<file path="config.mk">
export PLATFORM = sky130hd
export DESIGN_NAME = ds_spill_ctrl_flat
export DESIGN_NICKNAME = d
export VERILOG_FILES = /design/src/rtl/ds_ctrl_pkg.sv /design/src/rtl/ds_spill_ctrl_if.sv /design/src/rtl/ds_occupancy.sv /design/src/rtl/ds_spill_ctrl.sv /design/src/flat_wrapper.sv
export SDC_FILE = /design/constraint.sdc
export NUM_CORES = 1
export LEC_CHECK = 0
export ABC_AREA = 1
export CAP_MARGIN = 5
export CORE_ASPECT_RATIO = 2
export CORE_MARGIN = 5
export CORE_UTILIZATION = 43
export DETAILED_ROUTE_END_ITERATION = 10
export HOLD_SLACK_MARGIN = 0.02
export PLACE_DENSITY_LB_ADDON = 0.15
export SYNTH_ARGS = -nofsm -noshare
export SYNTH_HDL_FRONTEND = slang
export SYNTH_SLANG_ARGS = --single-unit
</file>
<file path="constraint.sdc">
create_clock -name clk -period 5.2 [get_ports clk]
set_input_delay 1.04 -clock clk [delete_from_list [all_inputs] [get_ports clk]]
set_output_delay 1.04 -clock clk [all_outputs]
set_load 0.01 [all_outputs]
</file>
<file path="src/rtl/ds_ctrl_pkg.sv">
// Shared definitions for the data-stack spill/fill sequencer: state encoding
// and the default base address of the spill area in data memory.
package ds_ctrl_pkg;

  localparam logic [1:0] IDLE  = 2'd0;
  localparam logic [1:0] SPILL = 2'd1;
  localparam logic [1:0] FILL  = 2'd2;
  localparam logic [1:0] EXEC  = 2'd3;

  typedef enum logic [1:0] {
    ST_IDLE  = IDLE,
    ST_SPILL = SPILL,
    ST_FILL  = FILL,
    ST_EXEC  = EXEC
  } ds_state_t;

  localparam logic [15:0] SPILL_BASE_DEFAULT = 16'hF000;

endpackage

</file>
<file path="src/rtl/ds_spill_ctrl_if.sv">
// Command handshake (control unit -> sequencer) and data-memory request bus
// (sequencer -> memory) used by ds_spill_ctrl.
interface ds_cmd_if;
  logic op_push;
  logic op_pop;
  logic op_ready;

  modport master (output op_push, op_pop, input op_ready);
  modport slave  (input op_push, op_pop, output op_ready);
endinterface

interface ds_mem_if #(
  parameter int DATA_W = 16,
  parameter int ADDR_W = 16
);
  logic              mem_req;
  logic              mem_we;
  logic [ADDR_W-1:0] mem_addr;
  logic [DATA_W-1:0] mem_wdata;
  logic [DATA_W-1:0] mem_rdata;
  logic              mem_ack;

  modport master (output mem_req, mem_we, mem_addr, mem_wdata,
                  input  mem_rdata, mem_ack);
  modport slave  (input  mem_req, mem_we, mem_addr, mem_wdata,
                  output mem_rdata, mem_ack);
endinterface

</file>
<file path="src/rtl/ds_occupancy.sv">
// Occupancy tracking for the register stack and its memory overflow area,
// with the decodes the sequencer needs to choose between spill, fill and plain ops.
module ds_occupancy
  import ds_ctrl_pkg::*;
#(
  parameter int DEPTH     = 128,
  parameter int MEM_DEPTH = 4096,
  parameter int ADDR_W    = 16,
  localparam int REG_CW   = $clog2(DEPTH + 1),
  localparam int MEM_CW   = $clog2(MEM_DEPTH + 1)
) (
  input  logic              clk,
  input  logic              async_reset_n,
  input  logic              inc_reg,
  input  logic              dec_reg,
  input  logic              inc_mem,
  input  logic              dec_mem,
  output logic [MEM_CW-1:0] mem_count,
  output logic              reg_empty,
  output logic              mem_empty,
  output logic              mem_full,
  output logic              spill_needed,
  output logic              fill_needed,
  output logic [ADDR_W-1:0] total_size
);

  localparam logic [REG_CW-1:0] REG_FULL_V = REG_CW'(DEPTH);
  localparam logic [MEM_CW-1:0] MEM_FULL_V = MEM_CW'(MEM_DEPTH);

  logic [REG_CW-1:0] reg_count_reg, reg_count_next;
  logic [MEM_CW-1:0] mem_count_reg, mem_count_next;

  always_ff @(posedge clk or negedge async_reset_n) begin
    if (!async_reset_n) begin
      reg_count_reg <= '0;
      mem_count_reg <= '0;
    end else begin
      reg_count_reg <= reg_count_next;
      mem_count_reg <= mem_count_next;
    end
  end

  always_comb begin
    reg_count_next = reg_count_reg;
    mem_count_next = mem_count_reg;
    if (inc_reg) begin
      reg_count_next = reg_count_reg + REG_CW'(1);
    end else if (dec_reg) begin
      reg_count_next = reg_count_reg - REG_CW'(1);
    end
    if (inc_mem) begin
      mem_count_next = mem_count_reg + MEM_CW'(1);
    end else if (dec_mem) begin
      mem_count_next = mem_count_reg - MEM_CW'(1);
    end
  end

  assign mem_count    = mem_count_reg;
  assign reg_empty    = (reg_count_reg == '0);
  assign mem_empty    = (mem_count_reg == '0);
  assign mem_full     = (mem_count_reg == MEM_FULL_V);
  assign spill_needed = (reg_count_reg == REG_FULL_V);
  // Entries only live in memory while the register stack is full, so any
  // memory occupancy means the next pop must refill sr127 first.
  assign fill_needed  = !mem_empty;
  assign total_size   = ADDR_W'(reg_count_reg) + ADDR_W'(mem_count_reg);

endmodule

</file>
<file path="src/rtl/ds_spill_ctrl.sv">
// Push/pop sequencer for the register data stack: spills the bottom entry to
// memory before a push into a full stack and refills it before a pop.
module ds_spill_ctrl
  import ds_ctrl_pkg::*;
#(
  parameter int                DEPTH      = 128,
  parameter int                DATA_W     = 16,
  parameter int                ADDR_W     = 16,
  parameter logic [ADDR_W-1:0] SPILL_BASE = SPILL_BASE_DEFAULT,
  parameter int                MEM_DEPTH  = 4096
) (
  input  logic              clk,
  input  logic              async_reset_n,
  ds_cmd_if.slave           cmd,
  ds_mem_if.master          mem,
  output logic              ds_push,
  output logic              ds_data_write,
  output logic              ds_pop,
  output logic              ds_data_read,
  input  logic [DATA_W-1:0] sr127_out,
  output logic [DATA_W-1:0] sr127_in,
  output logic [ADDR_W-1:0] total_size,
  output logic              err_overflow,
  output logic              err_underflow,
  output logic              err_conflict
);

  localparam int MEM_CW = $clog2(MEM_DEPTH + 1);

  ds_state_t state_reg, state_next;

  logic              exec_push_reg, exec_push_next;
  logic              mem_we_reg;
  logic [ADDR_W-1:0] mem_addr_reg;
  logic [DATA_W-1:0] mem_wdata_reg;
  logic [DATA_W-1:0] fill_reg;
  logic              err_overflow_reg, err_underflow_reg, err_conflict_reg;

  logic inc_reg, dec_reg, inc_mem, dec_mem;
  logic load_spill, load_fill, capture_fill, clear_fill;
  logic set_overflow, set_underflow, set_conflict, clear_err;

  logic [MEM_CW-1:0] mem_count;
  logic              reg_empty, mem_empty, mem_full, spill_needed, fill_needed;
  logic [ADDR_W-1:0] spill_addr, fill_addr;
  logic              is_idle, want_push, want_pop, both_ops;

  ds_occupancy #(
    .DEPTH     (DEPTH),
    .MEM_DEPTH (MEM_DEPTH),
    .ADDR_W    (ADDR_W)
  ) u_occupancy (
    .clk           (clk),
    .async_reset_n (async_reset_n),
    .inc_reg       (inc_reg),
    .dec_reg       (dec_reg),
    .inc_mem       (inc_mem),
    .dec_mem       (dec_mem),
    .mem_count     (mem_count),
    .reg_empty     (reg_empty),
    .mem_empty     (mem_empty),
    .mem_full      (mem_full),
    .spill_needed  (spill_needed),
    .fill_needed   (fill_needed),
    .total_size    (total_size)
  );

  // Next free slot for a spill; the most recently spilled slot for a fill.
  assign spill_addr = SPILL_BASE + ADDR_W'(mem_count);
  assign fill_addr  = SPILL_BASE + ADDR_W'(mem_count) - ADDR_W'(1);

  assign is_idle   = (state_reg == ST_IDLE);
  assign want_push = is_idle && cmd.op_push && !cmd.op_pop;
  assign want_pop  = is_idle && cmd.op_pop && !cmd.op_push;
  assign both_ops  = is_idle && cmd.op_push && cmd.op_pop;

  always_ff @(posedge clk or negedge async_reset_n) begin
    if (!async_reset_n) begin
      state_reg <= ST_IDLE;
    end else begin
      state_reg <= state_next;
    end
  end

  always_comb begin
    state_next     = state_reg;
    exec_push_next = exec_push_reg;
    inc_reg        = 1'b0;
    dec_reg        = 1'b0;
    inc_mem        = 1'b0;
    dec_mem        = 1'b0;
    load_spill     = 1'b0;
    load_fill      = 1'b0;
    capture_fill   = 1'b0;
    clear_fill     = 1'b0;
    set_overflow   = 1'b0;
    set_underflow  = 1'b0;
    set_conflict   = 1'b0;
    clear_err      = 1'b0;
    case (state_reg)
      ST_IDLE: begin
        if (both_ops) begin
          set_conflict = 1'b1;
        end else if (want_push) begin
          if (!spill_needed) begin
            state_next     = ST_EXEC;
            exec_push_next = 1'b1;
            inc_reg        = 1'b1;
            clear_err      = 1'b1;
          end else if (!mem_full) begin
            state_next     = ST_SPILL;
            exec_push_next = 1'b1;
            load_spill     = 1'b1;
            clear_err      = 1'b1;
          end else begin
            set_overflow = 1'b1;
          end
        end else if (want_pop) begin
          if (fill_needed) begin
            state_next     = ST_FILL;
            exec_push_next = 1'b0;
            load_fill      = 1'b1;
            clear_err      = 1'b1;
          end else if (!reg_empty) begin
            state_next     = ST_EXEC;
            exec_push_next = 1'b0;
            dec_reg        = 1'b1;
            clear_fill     = 1'b1;
            clear_err      = 1'b1;
          end else if (mem_empty) begin
            set_underflow = 1'b1;
          end
        end
      end
      ST_SPILL: begin
        if (mem.mem_ack) begin
          inc_mem    = 1'b1;
          state_next = ST_EXEC;
        end
      end
      ST_FILL: begin
        if (mem.mem_ack) begin
          dec_mem      = 1'b1;
          capture_fill = 1'b1;
          state_next   = ST_EXEC;
        end
      end
      ST_EXEC: begin
        state_next = ST_IDLE;
      end
      default: begin
        state_next = ST_IDLE;
      end
    endcase
  end

  // Request fields are captured at acceptance so they stay stable until ack.
  always_ff @(posedge clk or negedge async_reset_n) begin
    if (!async_reset_n) begin
      exec_push_reg <= 1'b0;
      mem_we_reg    <= 1'b0;
      mem_addr_reg  <= '0;
      mem_wdata_reg <= '0;
      fill_reg      <= '0;
    end else begin
      exec_push_reg <= exec_push_next;
      if (load_spill) begin
        mem_we_reg    <= 1'b1;
        mem_addr_reg  <= spill_addr;
        mem_wdata_reg <= sr127_out;
      end else if (load_fill) begin
        mem_we_reg   <= 1'b0;
        mem_addr_reg <= fill_addr;
      end
      if (capture_fill) begin
        fill_reg <= mem.mem_rdata;
      end else if (clear_fill) begin
        fill_reg <= '0;
      end
    end
  end

  always_ff @(posedge clk or negedge async_reset_n) begin
    if (!async_reset_n) begin
      err_overflow_reg  <= 1'b0;
      err_underflow_reg <= 1'b0;
      err_conflict_reg  <= 1'b0;
    end else if (clear_err) begin
      err_overflow_reg  <= 1'b0;
      err_underflow_reg <= 1'b0;
      err_conflict_reg  <= 1'b0;
    end else begin
      err_overflow_reg  <= err_overflow_reg  | set_overflow;
      err_underflow_reg <= err_underflow_reg | set_underflow;
      err_conflict_reg  <= err_conflict_reg  | set_conflict;
    end
  end

  assign cmd.op_ready  = is_idle;
  assign mem.mem_req   = (state_reg == ST_SPILL) || (state_reg == ST_FILL);
  assign mem.mem_we    = mem_we_reg;
  assign mem.mem_addr  = mem_addr_reg;
  assign mem.mem_wdata = mem_wdata_reg;

  assign ds_push       = (state_reg == ST_EXEC) && exec_push_reg;
  assign ds_data_write = ds_push;
  assign ds_pop        = (state_reg == ST_EXEC) && !exec_push_reg;
  assign ds_data_read  = ds_pop;
  assign sr127_in      = fill_reg;

  assign err_overflow  = err_overflow_reg;
  assign err_underflow = err_underflow_reg;
  assign err_conflict  = err_conflict_reg;

endmodule

</file>
<file path="src/flat_wrapper.sv">
// flat-port wrapper written by rule: the top's interface ports become plain ports
module ds_spill_ctrl_flat import ds_ctrl_pkg::*;
#(
  parameter int                DEPTH      = 128,
  parameter int                DATA_W     = 16,
  parameter int                ADDR_W     = 16,
  parameter logic [ADDR_W-1:0] SPILL_BASE = SPILL_BASE_DEFAULT,
  parameter int                MEM_DEPTH  = 4096
)
  (clk, async_reset_n, ds_push, ds_data_write, ds_pop, ds_data_read, sr127_out, sr127_in, total_size, err_overflow, err_underflow, err_conflict, cmd_op_push, cmd_op_pop, cmd_op_ready, mem_mem_req, mem_mem_we, mem_mem_addr, mem_mem_wdata, mem_mem_rdata, mem_mem_ack);
  ds_cmd_if cmd_i ();
  ds_mem_if #(.DATA_W(DATA_W), .ADDR_W(ADDR_W)) mem_i ();
  input  logic clk;
  input  logic async_reset_n;
  output logic ds_push;
  output logic ds_data_write;
  output logic ds_pop;
  output logic ds_data_read;
  input  logic [DATA_W-1:0] sr127_out;
  output logic [DATA_W-1:0] sr127_in;
  output logic [ADDR_W-1:0] total_size;
  output logic err_overflow;
  output logic err_underflow;
  output logic err_conflict;
  input wire logic [$bits(cmd_i.op_push)-1:0] cmd_op_push;
  input wire logic [$bits(cmd_i.op_pop)-1:0] cmd_op_pop;
  output wire logic [$bits(cmd_i.op_ready)-1:0] cmd_op_ready;
  output wire logic [$bits(mem_i.mem_req)-1:0] mem_mem_req;
  output wire logic [$bits(mem_i.mem_we)-1:0] mem_mem_we;
  output wire logic [$bits(mem_i.mem_addr)-1:0] mem_mem_addr;
  output wire logic [$bits(mem_i.mem_wdata)-1:0] mem_mem_wdata;
  input wire logic [$bits(mem_i.mem_rdata)-1:0] mem_mem_rdata;
  input wire logic [$bits(mem_i.mem_ack)-1:0] mem_mem_ack;
  assign cmd_i.op_push = cmd_op_push;
  assign cmd_i.op_pop = cmd_op_pop;
  assign cmd_op_ready = cmd_i.op_ready;
  assign mem_mem_req = mem_i.mem_req;
  assign mem_mem_we = mem_i.mem_we;
  assign mem_mem_addr = mem_i.mem_addr;
  assign mem_mem_wdata = mem_i.mem_wdata;
  assign mem_i.mem_rdata = mem_mem_rdata;
  assign mem_i.mem_ack = mem_mem_ack;
  ds_spill_ctrl #(.DEPTH(DEPTH), .DATA_W(DATA_W), .ADDR_W(ADDR_W), .SPILL_BASE(SPILL_BASE), .MEM_DEPTH(MEM_DEPTH)) u_core (.clk(clk), .async_reset_n(async_reset_n), .cmd(cmd_i), .mem(mem_i), .ds_push(ds_push), .ds_data_write(ds_data_write), .ds_pop(ds_pop), .ds_data_read(ds_data_read), .sr127_out(sr127_out), .sr127_in(sr127_in), .total_size(total_size), .err_overflow(err_overflow), .err_underflow(err_underflow), .err_conflict(err_conflict));
endmodule
</file>
==> results_dict.tcl <==
set metrics [dict create \
    die_x_um 88.04 \
    numCtsBuffers 9 \
    clockBufferDepth 2 \
    wl_met3_um 796 \
    drc 0 \
    post_cts_resized 0 \
    synth-seq-area-share_pct 36.31 \
    status "finished clean" \
    nFillCells 1147 \
    drt_iter0_markers 222 \
    min_period_ps 4067 \
    drive_above_1_share_pct 4.688 \
    synthToLayoutAreaGrowth_pct 27.47 \
    avgSynthCellArea_um2 7.165 \
    setup-violations-final 0 \
    diodes 0 \
    synth_area_um2 5238 \
    cp_data_arrival_time_ps 3030 \
    hold_buffers 0 \
    final_net_count 899 \
    ir_drop_mv 0.4092 \
    io_pins 111 \
    fin_skew_ps 10.05 \
    syn_inst 731 \
    min_period_over_period_pct 78.20 \
    finalHoldViolations 0 \
    crit_type "reg -> out" \
    powerDensity_nw_per_um2 689.5 \
    final_cell_mix "nand2_1, clkdlybuf4s50_1, nand3_1, dfrtp_1, inv_1" \
    clockRootBuffer "clkbuf_16" \
    synth_seq_cells 76 \
    antenna_found_initial 0 \
    critPathLaunchType "register" \
    end_kind "primary output" \
    first_global_vias 5041 \
    track_usage_pct 19.65 \
    drt-met1-wl_um 5156 \
    top_layer "met4" \
    wire_per_inst_um 14.07 \
    grt.overflow.total 0 \
    hold_class "reg -> reg" \
    drv_cap 0 \
    detail-route-antenna-nets 0 \
    num_rows 57 \
    maxSlewViolCount 0 \
    worstMarginPinSlew_ps 952.7 \
    vias 5011 \
    leakage_nw 3.511 \
    ys.warnings.count 0 \
    post_cts_buffers 0 \
    synth-async-reset-ratio_pct 100.0 \
    postLayoutCoreUtil_pct 55.39 \
    hpwl_um 10740 \
    rsz0062_at_grt "no" \
    firstDrtPassIters 5 \
    clock_latency_ps 330 \
    maxSlewHeadroom_pct 36.49 \
    finalSetupTns_ps 0 \
    cts.sinks 76 \
    ys.flop_type "dfrtp_1" \
    final_common_cell "nand2_1" \
    grt_pass1_wl_um 23280 \
    wl_met2_um 7276 \
    clkTransAtPathRegs_ps 60 \
    synth_cell_types 38 \
    die_y_um 166.1 \
    fmax_mhz 245.9 \
    tritoncts "built" \
    wirelength_um 13770 \
    io_buffers 108 \
    rrSetupSlack_ps 2390 \
    grt_max_degree 77 \
    cp.required_ps 4160 \
    viasPerCell 5.118 \
    synth_edf_count 0 \
    seqCellArea_um2 1902 \
    place_congestion 0.9402 \
    cp_max_fo 5 \
    htreeDepth 3 \
    initial_core_util_pct 43.45 \
    multiInputGateArea_um2 2874 \
    die-area_um2 14620 \
    coreArea_um2 12050 \
]
==> Yosys cell counts, types with 3 or more instances <==
library cell / count / area, um2
nor2_2: 3 / 18.77
nand4_1: 6 / 37.54
ha_1: 32 / 400.4
o21ai_0: 15 / 75.07
xnor2_1: 9 / 78.83
inv_1: 75 / 281.5
dfrtp_1: 76 / 1902
nand2_2: 7 / 43.79
a21oi_1: 21 / 105.1
nand2_1: 260 / 975.9
buf_6: 6 / 67.56
nand2_4: 3 / 33.78
nor3_1: 3 / 15.01
buf_4: 6 / 45.04
clkbuf_1: 3 / 11.26
nand3_1: 98 / 490.5
o21ai_1: 8 / 40.04
fa_1: 3 / 60.06
nor2_1: 49 / 183.9
nor2_4: 4 / 45.04
xor2_1: 15 / 131.4
buf_2: 9 / 45.04
==> path summary, 6_finish.rpt <==
kind                       cells after the start                      end                                start
min reg2reg                                    2  u_core.mem.mem_wdata[6]              u_core.mem.mem_wdata[6]
max                                            9           total_size[10]  u_core.u_occupancy.reg_count_reg[0]
min in group asynchronous                      1  u_core.mem.mem_wdata[8]                        async_reset_n
min                                            2  u_core.mem.mem_wdata[6]              u_core.mem.mem_wdata[6]
max reg2reg                                   10   u_core.mem.mem_addr[1]                  u_core.state_reg[0]
max in group asynchronous                      1  u_core.mem.mem_wdata[2]                        async_reset_n
==> where the power goes <==
group	total (mW)	internal, mW	switching, mW
Combinational	2.79	1.25	1.54
Sequential	1.12	0.840	0.278
Clock	0.694	0.460	0.234
Total	4.60	2.55	2.05
==> through the flow <==
step	hold slack, ps	cell area, um2	std cells	power (mW)	setup slack [ps]
after floorplan	481.2	5241	732	2.850	2332
after global placement	455.2	6339	963	3.842	1634
after detailed placement	459.7	6339	963	3.916	1453
after CTS	473.7	6676	979	4.646	1095
after global routing	493.4	6676	979	5.031	1006
final	469.3	6676	979	4.604	1133
==> layout make-up <==
class	count	share of cell area, %
repair buffers	109	16.27
multi-input cells	553	43.05
flip-flops and latches	76	28.49
clock buffers	13	4.048
inverters	78	4.385
clock inverters	3	1.012
well taps	147	2.755
==> kinds of logic after synthesis <==
family	Yosys count	share of synthesized area, %
AO/OA/AOI/OAI	53	5.423
XOR/XNOR	24	4.014
adder cells (fa/ha/maj)	35	8.791
buffers and inverters	103	8.886
flip-flops	76	36.31
other	1	0.07160
AND/OR/NAND/NOR	439	36.50
==> critical path, cell delays in order, from the launching register on <==
cell and delay (ps):
dfrtp_1 430, ha_1 230, inv_1 80, fa_1 410
o21ai_0 420, nand3_1 120, nand2_1 210, nand2_1 90
xor2_1 160, clkdlybuf4s50_1 560
==> per-layer routing <==
metal / GRT usage [%] / vias up
li1: - / 2522
met1: 21.79 / 2298
met2: 35.15 / 163
met3: 3.823 / 28
met4: 8.684 / 0
met5: 0 / -
No activity file was read; power rests on OpenSTA's default activity.
